==> config.mk <==
export PLATFORM = sky130hd
export DESIGN_NAME = tcm_port_arbiter
export DESIGN_NICKNAME = d
export VERILOG_FILES = /design/src/rtl/tcm_pkg.sv /design/src/rtl/rr_pick.sv /design/src/rtl/tcm_port_arbiter.sv
export SDC_FILE = /design/constraint.sdc
export NUM_CORES = 1
export LEC_CHECK = 0
export ABC_AREA = 1
export CORE_AREA = 2 2 107 109
export CTS_CLUSTER_SIZE = 24
export DETAILED_ROUTE_END_ITERATION = 10
export DIE_AREA = 0 0 109 111
export PLACE_DENSITY = 0.69
export SYNTH_ARGS = -nofsm -noshare
export SYNTH_HDL_FRONTEND = slang
export SYNTH_SLANG_ARGS = --single-unit
==> constraint.sdc <==
create_clock -name clk -period 4.3 [get_ports clk]
set_input_delay 0.43 -clock clk [delete_from_list [all_inputs] [get_ports clk]]
set_output_delay 0.43 -clock clk [all_outputs]
set_load 0.03 [all_outputs]
==> src/rtl/tcm_pkg.sv <==
// Shared TCM definitions: default geometry, request record and port index type.
// Consumed by the TCM arbiter and the TCM block-RAM wrapper.
package tcm_pkg;

   localparam int TCM_ADDR_WIDTH = 14;
   localparam int TCM_DATA_WIDTH = 32;
   localparam int TCM_NUM_PORTS  = 3;
   localparam int TCM_BURST_LEN  = 4;

   typedef logic [$clog2(TCM_NUM_PORTS)-1:0] port_idx_t;

   typedef struct packed {
      logic [TCM_ADDR_WIDTH-1:0]   addr;
      logic                        we;
      logic [TCM_DATA_WIDTH/8-1:0] be;
      logic [TCM_DATA_WIDTH-1:0]   wdata;
   } tcm_req_t;

endpackage

==> src/rtl/rr_pick.sv <==
// Cyclic priority encoder: first set request at or after ptr, wrapping around.
// Purely combinational so it can be shared with the peripheral bus arbiter.
module rr_pick #(
   parameter int N  = 3,
   parameter int IW = $clog2(N)
) (
   input  logic [N-1:0]  req,
   input  logic [IW-1:0] ptr,
   output logic [N-1:0]  gnt,
   output logic [IW-1:0] idx,
   output logic          any
);

   int p;

   // Walk offsets from farthest to nearest so the nearest hit overwrites the rest.
   always_comb begin
      gnt = '0;
      idx = '0;
      any = 1'b0;
      p   = 0;
      for (int i = N - 1; i >= 0; i--) begin
         p = (int'(ptr) + i) % N;
         if (req[p]) begin
            gnt    = '0;
            gnt[p] = 1'b1;
            idx    = IW'(p);
            any    = 1'b1;
         end
      end
   end

endmodule

==> src/rtl/tcm_port_arbiter.sv <==
// Round-robin arbiter sharing the single-port TCM among NUM_PORTS requesters,
// with a per-port burst limit and 1-cycle read response routing.
module tcm_port_arbiter
   import tcm_pkg::*;
#(
   parameter int NUM_PORTS  = TCM_NUM_PORTS,
   parameter int ADDR_WIDTH = TCM_ADDR_WIDTH,
   parameter int DATA_WIDTH = TCM_DATA_WIDTH,
   parameter int BURST_LEN  = TCM_BURST_LEN
) (
   input  logic                                clk,
   input  logic                                rst,
   input  logic [NUM_PORTS-1:0]                req_valid,
   output logic [NUM_PORTS-1:0]                req_ready,
   input  logic [NUM_PORTS*ADDR_WIDTH-1:0]     req_addr,
   input  logic [NUM_PORTS-1:0]                req_we,
   input  logic [NUM_PORTS*DATA_WIDTH/8-1:0]   req_be,
   input  logic [NUM_PORTS*DATA_WIDTH-1:0]     req_wdata,
   output logic [NUM_PORTS-1:0]                rsp_valid,
   output logic [DATA_WIDTH-1:0]               rsp_rdata,
   output logic                                tcm_en,
   output logic [DATA_WIDTH/8-1:0]             tcm_we,
   output logic [ADDR_WIDTH-1:0]               tcm_addr,
   output logic [DATA_WIDTH-1:0]               tcm_wdata,
   input  logic [DATA_WIDTH-1:0]               tcm_rdata
);

   localparam int BW = DATA_WIDTH / 8;
   localparam int IW = $clog2(NUM_PORTS);
   localparam int CW = 4;
   localparam logic [CW-1:0] BURST_MAX = CW'(BURST_LEN);
   localparam logic [IW-1:0] LAST_PORT = IW'(NUM_PORTS - 1);

   logic [ADDR_WIDTH-1:0] addr_arr  [NUM_PORTS];
   logic [BW-1:0]         be_arr    [NUM_PORTS];
   logic [DATA_WIDTH-1:0] wdata_arr [NUM_PORTS];

   genvar gi;
   generate
      for (gi = 0; gi < NUM_PORTS; gi++) begin : g_unpack
         assign addr_arr[gi]  = req_addr[gi*ADDR_WIDTH +: ADDR_WIDTH];
         assign be_arr[gi]    = req_be[gi*BW +: BW];
         assign wdata_arr[gi] = req_wdata[gi*DATA_WIDTH +: DATA_WIDTH];
      end
   endgenerate

   logic [IW-1:0]        ptr_reg, ptr_next;
   logic [IW-1:0]        owner_reg, owner_next;
   logic [CW-1:0]        cnt_reg, cnt_next;
   logic                 rd_pend_reg, rd_pend_next;
   logic [IW-1:0]        rd_port_reg, rd_port_next;

   logic [NUM_PORTS-1:0] grant_oh;
   logic [IW-1:0]        grant_idx;
   logic                 grant_any;
   logic                 we_sel;
   logic [CW-1:0]        cnt_bump;
   logic                 others_waiting;

   // Requests are masked while reset is held so nothing is granted during reset.
   rr_pick #(
      .N  (NUM_PORTS),
      .IW (IW)
   ) u_pick (
      .req (req_valid & {NUM_PORTS{rst}}),
      .ptr (ptr_reg),
      .gnt (grant_oh),
      .idx (grant_idx),
      .any (grant_any)
   );

   assign we_sel    = req_we[grant_idx];
   assign req_ready = grant_oh;
   assign tcm_en    = grant_any;
   assign tcm_addr  = addr_arr[grant_idx];
   assign tcm_wdata = wdata_arr[grant_idx];
   assign tcm_we    = be_arr[grant_idx] & {BW{we_sel & grant_any}};
   assign rsp_rdata = tcm_rdata;

   always_comb begin
      rsp_valid = '0;
      if (rd_pend_reg) begin
         rsp_valid[rd_port_reg] = 1'b1;
      end
   end

   always_comb begin
      ptr_next       = ptr_reg;
      owner_next     = owner_reg;
      cnt_next       = cnt_reg;
      rd_pend_next   = grant_any & ~we_sel;
      rd_port_next   = grant_idx;
      others_waiting = |(req_valid & ~grant_oh);
      cnt_bump       = CW'(1);
      if (grant_idx == owner_reg) begin
         cnt_bump = (cnt_reg >= BURST_MAX) ? cnt_reg : cnt_reg + CW'(1);
      end
      if (grant_any) begin
         owner_next = grant_idx;
         // Rotate only when the burst is spent and someone else is waiting.
         if ((cnt_bump >= BURST_MAX) && others_waiting) begin
            ptr_next = (grant_idx == LAST_PORT) ? '0 : grant_idx + IW'(1);
            cnt_next = '0;
         end else begin
            ptr_next = grant_idx;
            cnt_next = cnt_bump;
         end
      end
   end

   always_ff @(posedge clk or negedge rst) begin
      if (!rst) begin
         ptr_reg     <= '0;
         owner_reg   <= '0;
         cnt_reg     <= '0;
         rd_pend_reg <= 1'b0;
         rd_port_reg <= '0;
      end else begin
         ptr_reg     <= ptr_next;
         owner_reg   <= owner_next;
         cnt_reg     <= cnt_next;
         rd_pend_reg <= rd_pend_next;
         rd_port_reg <= rd_port_next;
      end
   end

endmodule

==> flow_metrics.py <==
metrics = {
    "status": {
        "run_status": "finished clean",
    },
    "floorplan": {
        "boundaryPins": 279,
        "core_area_um2": 11100,
        "core.rowCount": 39,
        "floorplan.die_area_um2": 12100,
        "floorplan.die.width_um": 109,
        "initial_core_util_pct": 19.9,
        "die_h_um": 111,
    },
    "route": {
        "routed_via_density": 4.46,
        "remaining_drc_errors": 0,
        "drt.antenna.violating_nets": 0,
        "avgRoutedWirePerCell_um": 14.5,
        "detailedRoute.firstPassIterationCount": 4,
        "detail_route.wirelength_mm": 10.3,
        "detailedRoute.firstIterationViolations": 147,
        "num_vias": 3186,
    },
    "logic_synthesis": {
        "yosys_warnings": 0,
        "synth.most_common_cell": "sky130_fd_sc_hd__nand2_1",
        "synthesis.area_um2": 2200,
        "synth_area_leaders": "sky130_fd_sc_hd__nand2_1 (29%), sky130_fd_sc_hd__nand3_1 (18%), sky130_fd_sc_hd__dfrtp_1 (13%)",
        "yosysTopAreaCell": "sky130_fd_sc_hd__nand2_1",
        "synth.ff_latch_count": 11,
        "postSynthAreaPerCell_um2": 5.57,
        "netlist.area_leader.share_pct": 29.2,
        "synth.yosys.seq_area_share_pct": 12.5,
        "synth-edff-count": 0,
        "syn_nets": 590,
        "synthFlopType": "sky130_fd_sc_hd__dfrtp_1",
        "synthCells": 395,
        "proportion_of_register_bits_with_asynchronous_set_or_reset_after_synthesis_pct": 100,
        "synthTopCellsByCount": "sky130_fd_sc_hd__nand2_1 (171), sky130_fd_sc_hd__nand3_1 (80), sky130_fd_sc_hd__buf_4 (35)",
        "netlist-cell-type-count": 32,
    },
    "clock_network": {
        "cts-buffers-inserted": 3,
        "max-clock-path-buffers": 2,
        "ctsResizeCount": 0,
        "worst_skew_pair.late_latency_ps": 240,
        "numClockSinks": 11,
        "cts_post_setup_buffers_inserted": 0,
        "tritoncts": "done",
        "cts.htree.levels": 1,
        "register_clock_pin_slew_on_the_reported_worst_setup_and_hold_paths_ps": 40,
        "clock-root-buffer": "sky130_fd_sc_hd__clkbuf_16",
        "hold_buffers": 0,
    },
    "sta": {
        "timing.clock.skew_ps": 1.00,
        "final_critical_path_setup_slack_ps": 815,
        "setup_total_negative_slack_ps": 0,
        "finalCritPeriodShare_pct": 81.0,
        "tightestPinTransition_ps": 572,
        "timing.final.crit_period_ps": 3480,
        "endpoints_failing_hold": 0,
        "setup_repair_after_global_routing_missed_its_margin": "no",
        "fmaxAchievable_mhz": 287,
        "setup_failing_eps_final": 0,
        "slew_violations": 0,
        "maxSlewHeadroom_pct": 61.7,
    },
    "power_and_ir_drop": {
        "share_comb_of_total_power_pct": 92.6,
        "largest_vdd_supply_drop_uv": 592,
        "power_switching_share_pct": 59.2,
        "clkPwrFrac_pct": 3.6,
        "power.switching_mw": 2.82,
        "leakage_nw": 1.99,
        "power_per_cell_area_nw_per_um2": 1100,
        "part_of_the_total_power_dissipated_in_sequential_elements_pct": 3.8,
        "intPower_mw": 1.95,
    },
    "finish": {
        "syn2layout_area_growth_pct": 97.6,
        "area_of_the_multi_input_gates_um2": 1500,
        "filler_cells_inserted": 1135,
        "layout-drive-gt1-share_pct": 15.6,
        "total_area_of_sequential_cells_um2": 275,
        "largest_register_ffs": 4,
        "post_layout_net_count": 765,
    },
    "critical_path": {
        "end_kind": "output port",
        "worstPathRequired_ps": 3870,
        "critPathLaunch": "ptr_reg[0]",
        "path_max_fanout": 28,
        "startpoint_type": "register",
        "cp.arrival_ps": 3050,
        "critPathKind": "register to output port",
        "critical_path.reg2reg.startpoint": "ptr_reg[0]",
    },
    "global_route": {
        "grt_pass1_wl_mm": 15.9,
        "globalRoute.totalOverflow": 0,
        "grt_max_degree": 53,
        "grt_antenna_before_repair": 3,
        "gr_usage_total_pct": 16.8,
        "grt_pass1_vias": 3217,
    },
    "min_path": {
        "hp-class": "primary input to asynchronous set/reset pin",
    },
    "placement": {
        "portBuffers": 214,
        "gp_routability_congestion": 0.908,
        "preCtsSetupSlack_ps": 853,
        "hpwl_mm": 8.90,
    },
    "flow_run": {
        "timing.max_cap.violations": 0,
    },
}
-- worst max-delay path: stages, from the launching register on --
cell and delay (ps):
sky130_fd_sc_hd__dfrtp_1 400, sky130_fd_sc_hd__inv_1 90, sky130_fd_sc_hd__ha_1 450, sky130_fd_sc_hd__inv_4 150, sky130_fd_sc_hd__nand3_1 80, sky130_fd_sc_hd__nand3_1 170, sky130_fd_sc_hd__nand3_2 120, sky130_fd_sc_hd__nand3_4 120
sky130_fd_sc_hd__nand2_4 50, sky130_fd_sc_hd__inv_2 70, sky130_fd_sc_hd__nand2_2 60, sky130_fd_sc_hd__inv_2 380, sky130_fd_sc_hd__buf_4 310, sky130_fd_sc_hd__nand2_1 70, sky130_fd_sc_hd__nand3_1 130, sky130_fd_sc_hd__buf_12 140
-- cell type report --
class                           count  share of cell area (%)
Clock inverter                      1                   0.115
Timing Repair Buffer              220                    51.2
Tap cell                          143                    4.12
Multi-Input combinational cell    312                    34.4
Inverter                           22                    1.96
Clock buffer                        3                    1.73
Sequential cell                    11                    6.33
Antenna cell                        2                   0.115
-- path summary, 6_finish.rpt --
check,cells after the start,end,slack (ps)
min reg2reg,2,cnt_reg[1],510
max in group asynchronous,2,rd_port_reg[0],3340
max reg2reg,12,ptr_reg[1],1850
min,1,owner_reg[1],480
min in group clk,2,cnt_reg[1],510
max,15,tcm_addr[3],820
-- power groups by stage --
stage               Combinational (mW)  Clock [mW]  Sequential (mW)
global placement                  4.39           0            0.180
finish                            4.42       0.170            0.181
floorplan                         2.72           0            0.173
global route                      4.72       0.181            0.187
CTS                               4.47       0.175            0.181
detailed placement                4.46           0            0.181
-- cells in the final DEF, fill, tap and decap left out, drive strengths merged, types with 2 or more instances in the layout --
cell           count
or2                3
dfrtp             11
o211ai             2
clkdlybuf4s50    164
a22oi              2
ha                 5
nand3             83
nor2              11
diode              2
nor3               3
o21ai              7
buf               56
nand2            183
inv               22
a21oi              7
clkbuf             3
a22o               2
-- routing by layer --
metal	vias up	GRT usage (%)	routed length [um]
met5	-	0	16
met4	2	3.76	169
met3	14	6.06	951
met1	1431	19.1	4020
met2	155	29.4	5170
li1	1584	-	-
-- logic make-up after synthesis --
group	share of synthesized area, %
flops	12.5
compound gates	6.37
fa+ha+maj	2.84
simple gates	58.4
buf+inv	19.5
xor+xnor	0.398
-- metrics by stage --
stage                     instance area [um2]  power, mW  hold WS [ps]  util (%)  cells
after floorplan                          2200       2.89           134         -    395
after global placement                   4260       4.57           494      38.5    708
after detailed placement                 4260       4.64           503      38.5    708
after CTS                                4340       4.82           469      39.2    712
after global routing                     4340       5.08           481      39.2    712
final                                    4350       4.77           479      39.2    714
Power figures use the tool's default switching activity.
